**src/rtl/tmds_word_aligner.sv**
```systemverilog
// HDMI RX fabric word aligner: per-channel barrel shift onto the TMDS word boundary,
// found by hunting for control tokens, with lock acquisition and loss-of-lock monitoring.

module tmds_word_aligner_ch #(
  parameter int SEARCH_WINDOW = 256,
  parameter int LOCK_TOKENS   = 4,
  parameter int LOSS_WINDOW   = 2048,
  parameter int CW            = $clog2(LOSS_WINDOW) + 1
) (
  input  logic       clk,
  input  logic       rst,
  input  logic       vld,
  input  logic [9:0] cur,
  output logic [9:0] aligned_q,
  output logic [3:0] off_q,
  output logic       locked,
  output logic       lock_lost_q
);
  typedef enum logic [1:0] {S_SEARCH, S_CONFIRM, S_LOCKED} state_t;

  localparam logic [CW-1:0] SW_C = CW'(SEARCH_WINDOW);
  localparam logic [CW-1:0] LW_C = CW'(LOSS_WINDOW);
  localparam logic [CW-1:0] CMAX = '1;
  localparam logic [3:0]    LT_C = 4'(LOCK_TOKENS);

  state_t        state_q, state_d;
  logic [CW-1:0] cnt_q, cnt_d, cnt_inc;
  logic [3:0]    tok_q, tok_d, tok_inc, off_d, off_slip;
  logic [9:0]    prev_q, aligned;
  logic [19:0]   cat;
  logic          tok, lost_d;

  // Previous word sits in the low half, so offset k starts the word at prev bit k.
  assign cat      = {cur, prev_q};
  assign aligned  = cat[{1'b0, off_q} +: 10];
  assign tok      = (aligned == 10'h354) || (aligned == 10'h0AB) ||
                    (aligned == 10'h154) || (aligned == 10'h2AB);
  assign off_slip = (off_q == 4'd9) ? 4'd0 : off_q + 4'd1;
  assign cnt_inc  = (cnt_q == CMAX) ? cnt_q : cnt_q + CW'(1);
  assign tok_inc  = (tok_q == 4'hF) ? tok_q : tok_q + 4'd1;
  assign locked   = (state_q == S_LOCKED);

  always_comb begin
    state_d = state_q;
    cnt_d   = cnt_q;
    tok_d   = tok_q;
    off_d   = off_q;
    lost_d  = 1'b0;
    if (vld) begin
      // A token always beats a window expiring on the same word.
      unique case (state_q)
        S_SEARCH: begin
          if (tok) begin
            tok_d   = 4'd1;
            cnt_d   = '0;
            state_d = (LOCK_TOKENS == 1) ? S_LOCKED : S_CONFIRM;
          end else if (cnt_inc >= SW_C) begin
            off_d = off_slip;
            cnt_d = '0;
          end else begin
            cnt_d = cnt_inc;
          end
        end
        S_CONFIRM: begin
          if (tok) begin
            tok_d = tok_inc;
            cnt_d = '0;
            if (tok_inc >= LT_C) state_d = S_LOCKED;
          end else if (cnt_inc >= SW_C) begin
            off_d   = off_slip;
            cnt_d   = '0;
            tok_d   = '0;
            state_d = S_SEARCH;
          end else begin
            cnt_d = cnt_inc;
          end
        end
        S_LOCKED: begin
          if (tok) begin
            cnt_d = '0;
          end else if (cnt_inc >= LW_C) begin
            lost_d  = 1'b1;
            off_d   = off_slip;
            cnt_d   = '0;
            tok_d   = '0;
            state_d = S_SEARCH;
          end else begin
            cnt_d = cnt_inc;
          end
        end
        default: state_d = S_SEARCH;
      endcase
    end
  end

  always_ff @(posedge clk) begin
    if (rst) begin
      state_q     <= S_SEARCH;
      cnt_q       <= '0;
      tok_q       <= '0;
      off_q       <= '0;
      prev_q      <= '0;
      aligned_q   <= '0;
      lock_lost_q <= 1'b0;
    end else begin
      state_q     <= state_d;
      cnt_q       <= cnt_d;
      tok_q       <= tok_d;
      off_q       <= off_d;
      lock_lost_q <= lost_d;
      if (vld) begin
        prev_q    <= cur;
        aligned_q <= aligned;
      end
    end
  end
endmodule

module tmds_word_aligner #(
  parameter int NUM_CH        = 3,
  parameter int SEARCH_WINDOW = 256,
  parameter int LOCK_TOKENS   = 4,
  parameter int LOSS_WINDOW   = 2048
) (
  input  logic                   i_pixclk,
  input  logic                   i_rst,
  input  logic                   i_raw_valid,
  input  logic [NUM_CH*10-1:0]   i_raw_data,
  output logic                   o_valid,
  output logic [NUM_CH*10-1:0]   o_aligned_data,
  output logic [NUM_CH*4-1:0]    o_offset,
  output logic [NUM_CH-1:0]      o_locked,
  output logic                   o_all_locked,
  output logic [NUM_CH-1:0]      o_lock_lost
);
  localparam int STAGES = 1;
  localparam int CW     = $clog2(LOSS_WINDOW) + 1;

  logic [STAGES:0]          vld_pipe;
  logic [NUM_CH-1:0][9:0]   raw, aligned;
  logic [NUM_CH-1:0][3:0]   off;

  assign raw         = i_raw_data;
  assign vld_pipe[0] = i_raw_valid;

  always_ff @(posedge i_pixclk) begin
    if (i_rst) vld_pipe[STAGES:1] <= '0;
    else       vld_pipe[STAGES:1] <= vld_pipe[STAGES-1:0];
  end

  for (genvar c = 0; c < NUM_CH; c++) begin : g_ch
    tmds_word_aligner_ch #(
      .SEARCH_WINDOW (SEARCH_WINDOW),
      .LOCK_TOKENS   (LOCK_TOKENS),
      .LOSS_WINDOW   (LOSS_WINDOW),
      .CW            (CW)
    ) u_ch (
      .clk         (i_pixclk),
      .rst         (i_rst),
      .vld         (i_raw_valid),
      .cur         (raw[c]),
      .aligned_q   (aligned[c]),
      .off_q       (off[c]),
      .locked      (o_locked[c]),
      .lock_lost_q (o_lock_lost[c])
    );
  end

  assign o_valid        = vld_pipe[STAGES];
  assign o_aligned_data = aligned;
  assign o_offset       = off;
  assign o_all_locked   = &o_locked;
endmodule

```
**config.mk**
```make
export PLATFORM = sky130hd
export DESIGN_NAME = tmds_word_aligner
export DESIGN_NICKNAME = d
export VERILOG_FILES = /design/src/rtl/tmds_word_aligner.sv
export SDC_FILE = /design/constraint.sdc
export NUM_CORES = 1
export LEC_CHECK = 0
export ABC_AREA = 1
export BUFFER_PORTS_ARGS = -buffer_cell sky130_fd_sc_hd__buf_2
export CORE_MARGIN = 2
export CORE_UTILIZATION = 55
export DETAILED_ROUTE_END_ITERATION = 7
export HOLD_SLACK_MARGIN = 0.03
export PLACE_DENSITY_LB_ADDON = 0.1
export SYNTH_ARGS = -nofsm -noshare
export SYNTH_HDL_FRONTEND = slang
export SYNTH_SLANG_ARGS = --single-unit
export TNS_END_PERCENT = 50
```
**constraint.sdc**
```tcl
create_clock -name i_pixclk -period 1.9 [get_ports i_pixclk]
set_input_delay 0.095 -clock i_pixclk [delete_from_list [all_inputs] [get_ports i_pixclk]]
set_output_delay 0.095 -clock i_pixclk [all_outputs]
set_load 0.05 [all_outputs]
```
Yosys cells after proc, flatten, opt, wreduce, memory -nomap -nowiden. Index checks and enable logic that the tools add are counted.

$add $sub $neg: 9. Shifts and indexed selects: 3. Reductions and logical operators: 37. Bitwise operators: 4. Muxes and demuxes: 81. Magnitude comparators: 9. Equality and inequality tests: 48.

Operators with widths (number): $mux 12 (15); $mux 4 (33); $pmux 12 s2 (3); $eq 10x10->1 const B (6); $shiftx 20x5->10 (3); $reduce_and 6->1 (9); $add 12x1->12 const B (3); $eq 12x12->1 const B (3); $ge 12x12->1 const B (3); $ge 12x9->1 const B (3); $mux 2 (18); $pmux 4 s3 (3); $eq 10x8->1 const B (3); $eq 10x9->1 const B (3); $add 4x1->4 const B (6); $eq 4x4->1 const B (6); $pmux 4 s2 (3); $ne 2x2->1 const B (9); $pmux 2 s3 (3); $ge 4x3->1 const B (3); $ne 2x1->1 const B (6); $reduce_or 4->1 (3); $logic_or 1x1->1 (9); $ne 3x1->1 const B (3); other kinds (11) (32).

Flip-flop bits (word level): 130. Logic and storage cells: 213. Input port bits: 33.

Longest topological paths before layout.
Depth in word-level cells: 7. Mapped depth: 20. Mapped depth without buffers: 19.

Cells and area by module. Synthesis repeated with hierarchy kept, for this count alone.

Cell total of the unflattened synthesis: 1543. Area total of the unflattened synthesis: 9434.0 um^2.

By module, submodules not included: tmds_word_aligner_ch (g_ch[2].u_ch) (area an instance 3234.4 um^2, instances 1, cells an instance 508); tmds_word_aligner_ch (g_ch[1].u_ch) (area an instance 3084.2 um^2, instances 1, cells an instance 511); tmds_word_aligner_ch (g_ch[0].u_ch) (area an instance 3074.2 um^2, instances 1, cells an instance 518); tmds_word_aligner (area an instance 41.3 um^2, instances 1, cells an instance 6).

Worst setup path after synthesis. Ideal clock, no wire load.

Path kind: register -> register. Start point: register g_ch[1].u_ch.off_q[0]. End point: register g_ch[1].u_ch.tok_q[0]. Arrival time: 2.291 ns. Setup slack: -0.504 ns. Required time: 1.787 ns. Stages on the path, launching flop included: 17. Library setup time: 0.113 ns. Period minus slack after synthesis: 2.404 ns. Path buffers: 1. Cell sequence: dfxtp_1 -> buf_2 -> nand2_1 -> nand3_1 -> nand3_1 -> nand2_1 -> nand2_1 -> nand2_1 -> inv_1 -> nor2_1 -> nand2_4 -> nand3_1 -> nand3b_1 -> nor2_4 -> nand2_1 -> nand2_1 -> nor2_1.

Word-level cells in the longest chain between the ends: 7.

RTL lines: start: declaration (line 15) `output logic [3:0] off_q,`; start signal: assignment (line 101) `off_q <= '0;`; start signal: assignment (line 109) `off_q <= off_d;`; $shiftx 20x5->10 * (line 35) `assign aligned = cat[{1'b0, off_q} +: 10];`; $eq 10x10->1 / $eq 10x8->1 (equally long branches) (line 36) `assign tok = (aligned == 10'h354) || (aligned == 10'h0AB) ||`; $logic_or 1x1->1 (2 in a row) (line 36); $logic_or 1x1->1 * (line 37) `(aligned == 10'h154) || (aligned == 10'h2AB);`; $ne 3x1->1 (no source line) (tied with other cells); $reduce_and 6->1 (no source line) / $pmux 4 s3 (equally long branches); end signal: assignment (line 108) `tok_q <= tok_d;`; end: declaration (line 28) `logic [3:0] tok_q, tok_d, tok_inc, off_d, off_slip;`.

Mark *: on every way between the ends. The rest lies on a longest branch, timed or not. A chain may end at the register's enable or synchronous reset.

Final worst setup path. Ends and elaborated chain as after synthesis.

==> impl_metrics.env <==
export IMPL_fin_util_pct=88.2
export IMPL_hp_start="i_rst"
export IMPL_register_area_sq_um=2660
export IMPL_synth_cells=1481
export IMPL_slowest_delay_ps=470
export IMPL_dp_hpwl_um=19400
export IMPL_slew_headroom_pct=62.1
export IMPL_drt_initial_drc_count=1956
export IMPL_startpoint="g_ch[1].u_ch.off_q[0]$_SDFFE_PP0P_"
export IMPL_multi_input_area_sq_um=7210
export IMPL_finalWorstSetupSlack_ps=-706
export IMPL_path_clk_slew_ps=60
export IMPL_cts_buffers=17
export IMPL_first_pass_iters=8
export IMPL_die_h_um=131
export IMPL_peakVddDrop_uv=753
export IMPL_cp_arrival_ps=2940
export IMPL_drive_gt1_share_pct=41.9
export IMPL_crit_required_ps=2230
export IMPL_synth_area_sq_um=8840
export IMPL_die_x_um=131
export IMPL_tightest_slew_ps=564
export IMPL_dr_total_vias=12400
export IMPL_status="finished, violations left"
export IMPL_htreeDepth=4
export IMPL_grt_util_all_layers_pct=37.7
export IMPL_synth_distinct_cells=41
export IMPL_ys_seq_area_share_pct=29.4
export IMPL_synth_fp_nets=1532
export IMPL_detail_route_antenna_nets=0
export IMPL_cpMaxStageDelayCell="dfxtp_4"
export IMPL_start_util_pct=56.1
export IMPL_worstPathMaxFanout=8
export IMPL_rows=46
export IMPL_clock_path_buffers=2
export IMPL_cts_root_buf="clkbuf_16"
export IMPL_drc=38
export IMPL_setup_viol=67
export IMPL_post_drt_via_cell_ratio=6.21
export IMPL_grt_pass1_vias=10600
export IMPL_final_hold_viol_count=0
export IMPL_pin_count=83
export IMPL_grt_pass1_wl_um=51400
export IMPL_cts_sinks=130
export IMPL_die_area_sq_um=17100
export IMPL_fin_crit_ps=2610
export IMPL_grt_max_degree=42
export IMPL_rsz0062_at_grt="yes"
export IMPL_maxCapViolations=0
export IMPL_power_density_nw_per_um2=637
export IMPL_worst_path_buf_inv=3
export IMPL_port_buffers=82
export IMPL_report_final_slew_viol_count=0
export IMPL_cp_cell_sequence="buf_8 > nand2_4 > nand3_4 > nand3_2 > nand2_2 > clkinv_2 > nand2_2 > nand3_1 > nor2_1 > nand2_2 > buf_6 > nand3_2 > nand3_2 > nor2_4 > nand2_1 > nand2_1 > nor2_1"
export IMPL_synth_seq_cells=130
export IMPL_criticalPathCategory="register to register"
export IMPL_gr_total_overflow=0
export IMPL_clock_latency_ps=440
export IMPL_min_period_over_period_pct=137
export IMPL_finalWeightedCongestion=1.00
export IMPL_detail_route_wirelength_um=38400
export IMPL_holdCritPathClass="input pin to register"
export IMPL_cp_end_kind="register"
export IMPL_fin_nets=1825
export IMPL_wire_per_inst_um=19.2
export IMPL_antenna_found_initial=1
export IMPL_area_growth_pct=57.3
export IMPL_cts_tree="built"
export IMPL_core_area_sq_um=15800
export IMPL_r2r_start="g_ch[1].u_ch.off_q[0]$_SDFFE_PP0P_"
export IMPL_synth_avg_cell_area_sq_um=5.97
export IMPL_yosysWarnings=0
export IMPL_p_total_mw=8.86
export IMPL_fin_worst_skew_ps=8.86
export IMPL_fill_cells=818
export IMPL_worstSetupStartpointType="register"
export IMPL_p_leak_nw=6.59
export IMPL_violations="DRC, setup timing"
export IMPL_timing_fmax_ghz=0.384
export IMPL_crit_family="simple AND/OR/NAND/NOR gates"
export IMPL_antennaDiodeCount=0
[stage by stage]
| stage | setup WS [ps] | instance area [sq um] | hold WS [ps] | std cells | TNS (ps) |
|---|---|---|---|---|---|
| floorplan | -113 | 9130 | 230 | 1481 | -3010 |
| global placement | -276 | 10800 | 361 | 1881 | -12130 |
| detailed placement | -330 | 10800 | 365 | 1881 | -14700 |
| CTS | -270 | 13200 | 158 | 1989 | -10040 |
| global route | -711 | 13900 | 188 | 2003 | -32560 |
| finish | -706 | 13900 | 173 | 2003 | -27930 |
[flip-flops by register name, indices dropped and copies added (netlist names)]
signal / flops
g_ch.u_ch.aligned_q: 30
g_ch.u_ch.cnt_q: 36
g_ch.u_ch.lock_lost_q: 3
g_ch.u_ch.off_q: 12
g_ch.u_ch.prev_q: 30
g_ch.u_ch.state_q: 6
g_ch.u_ch.tok_q: 12
o_valid: 1
[timing repair]
| item | in CTS | in global routing |
|---|---|---|
| gates resized for setup | 302 | 133 |
| cloned | 6 | 2 |
| setup endpoints to repair | 66 | 67 |
| pin swaps | 92 | 69 |
| buffers inserted | 40 | 13 |
| hold buffers | 30 | 0 |
| hold endpoints to repair | 30 | 0 |
[layout by cell type (no fill, tap or decap), types with 11 or more instances in the layout]
| master | instances |
|---|---|
| o211ai_1 | 11 |
| dlygate4sd3_1 | 30 |
| nand2_1 | 281 |
| inv_2 | 19 |
| xor2_1 | 19 |
| nor2_4 | 16 |
| a21oi_1 | 41 |
| nand3_4 | 25 |
| nand2_2 | 102 |
| nor2_1 | 168 |
| nand2_4 | 30 |
| o21ai_0 | 72 |
| nand3_2 | 123 |
| clkbuf_16 | 20 |
| ha_1 | 17 |
| inv_1 | 95 |
| buf_6 | 14 |
| dfxtp_1 | 111 |
| nor2_2 | 29 |
| buf_4 | 192 |
| a21oi_2 | 13 |
| nand4_1 | 27 |
| nand3_1 | 124 |
| dfxtp_4 | 12 |
| buf_2 | 82 |
[worst paths after layout]
path                                            endpoint  slack, ps  depth (start not counted)
setup / recovery      g_ch[1].u_ch.tok_q[0]$_SDFFE_PP0P_       -710                         17
hold / removal        g_ch[2].u_ch.off_q[3]$_SDFFE_PP0P_        170                          3
setup reg to reg      g_ch[1].u_ch.tok_q[0]$_SDFFE_PP0P_       -710                         17
hold reg to reg   g_ch[2].u_ch.aligned_q[8]$_SDFFE_PP0P_        480                          2
[cell families after synthesis]
logic type	Yosys count	synth area share, %
muxes	1	0.127
DFF	130	29.4
and+or+nand+nor	952	46.3
AOI/OAI and AO/OA	165	10.2
buffers and inverters	189	8.82
adders and majority gates	18	2.55
xor gates and xnor gates	26	2.58
[metal layers]
| layer | track usage [%] | wire length (um) | share of wire (%) |
|---|---|---|---|
| met1 | 47.8 | 14000 | 36 |
| met2 | 61.9 | 17400 | 45 |
| met3 | 7.90 | 4320 | 11 |
| met4 | 17.1 | 2680 | 7.0 |
| met5 | 0 | 16 | 0.042 |
[power by group]
part           switching, mW  internal, mW
clock network           1.32          1.85
registers              0.165          2.87
logic                   1.68         0.970
[cell type report]
class / instances / share of cell area [%]
multi-input combinational: 1163 / 51.8
sequential: 130 / 19.1
clock inverter: 7 / 0.342
timing repair buffer: 337 / 19.4
inverter: 124 / 3.64
timing repair inverter: 1 / 0.0810
clock buffer: 25 / 3.64
tap: 216 / 1.94
[cells in the mapped netlist]
master    number  area [sq um]
and2_0         1          6.26
o22ai_1        2          12.5
clkbuf_1      29           109
nand3_2        2          20.0
buf_4          8          60.1
nand2_4        2          22.5
inv_2         11          41.3
nor2_1       205           769
o21ai_0       77           385
and2_1         1          6.26
nand3_1      270          1350
nand2_1      408          1530
inv_1        111           417
or2_0          1          6.26
nor4_1         3          18.8
a41oi_1        1          8.76
nand2_2        4          25.0
o21ai_2        2          17.5
clkinv_1       2          7.51
a21oi_2        2          17.5
xor2_1        20           175
a21oi_1       55           275
nor3_1        14          70.1
o21ai_1        6          30.0
a21oi_4        1          16.3
nor2_2         6          37.5
mux2_2         1          11.3
o21bai_1       1          7.51
buf_1          6          22.5
xnor2_1        6          52.6
a21boi_1       1          7.51
or2_2          3          18.8
buf_2         20           100
nand4_1       27           169
nor2_4         2          22.5
a31oi_1        6          37.5
ha_1          18           225
buf_6          2          22.5
nand3b_1       3          22.5
dfxtp_1      130          2600
o211ai_1      11          82.6
[worst reg2reg max path, cell delays in order, from the launching register on]
cell,delay (ps)
dfxtp_4,470
buf_8,180
nand2_4,90
nand3_4,120
nand3_2,100
nand2_2,100
clkinv_2,70
nand2_2,80
nand3_1,120
nor2_1,190
nand2_2,140
buf_6,140
nand3_2,90
nand3_2,100
nor2_4,210
nand2_1,110
nand2_1,120
nor2_1,60
(Power assumes the default switching activity.)
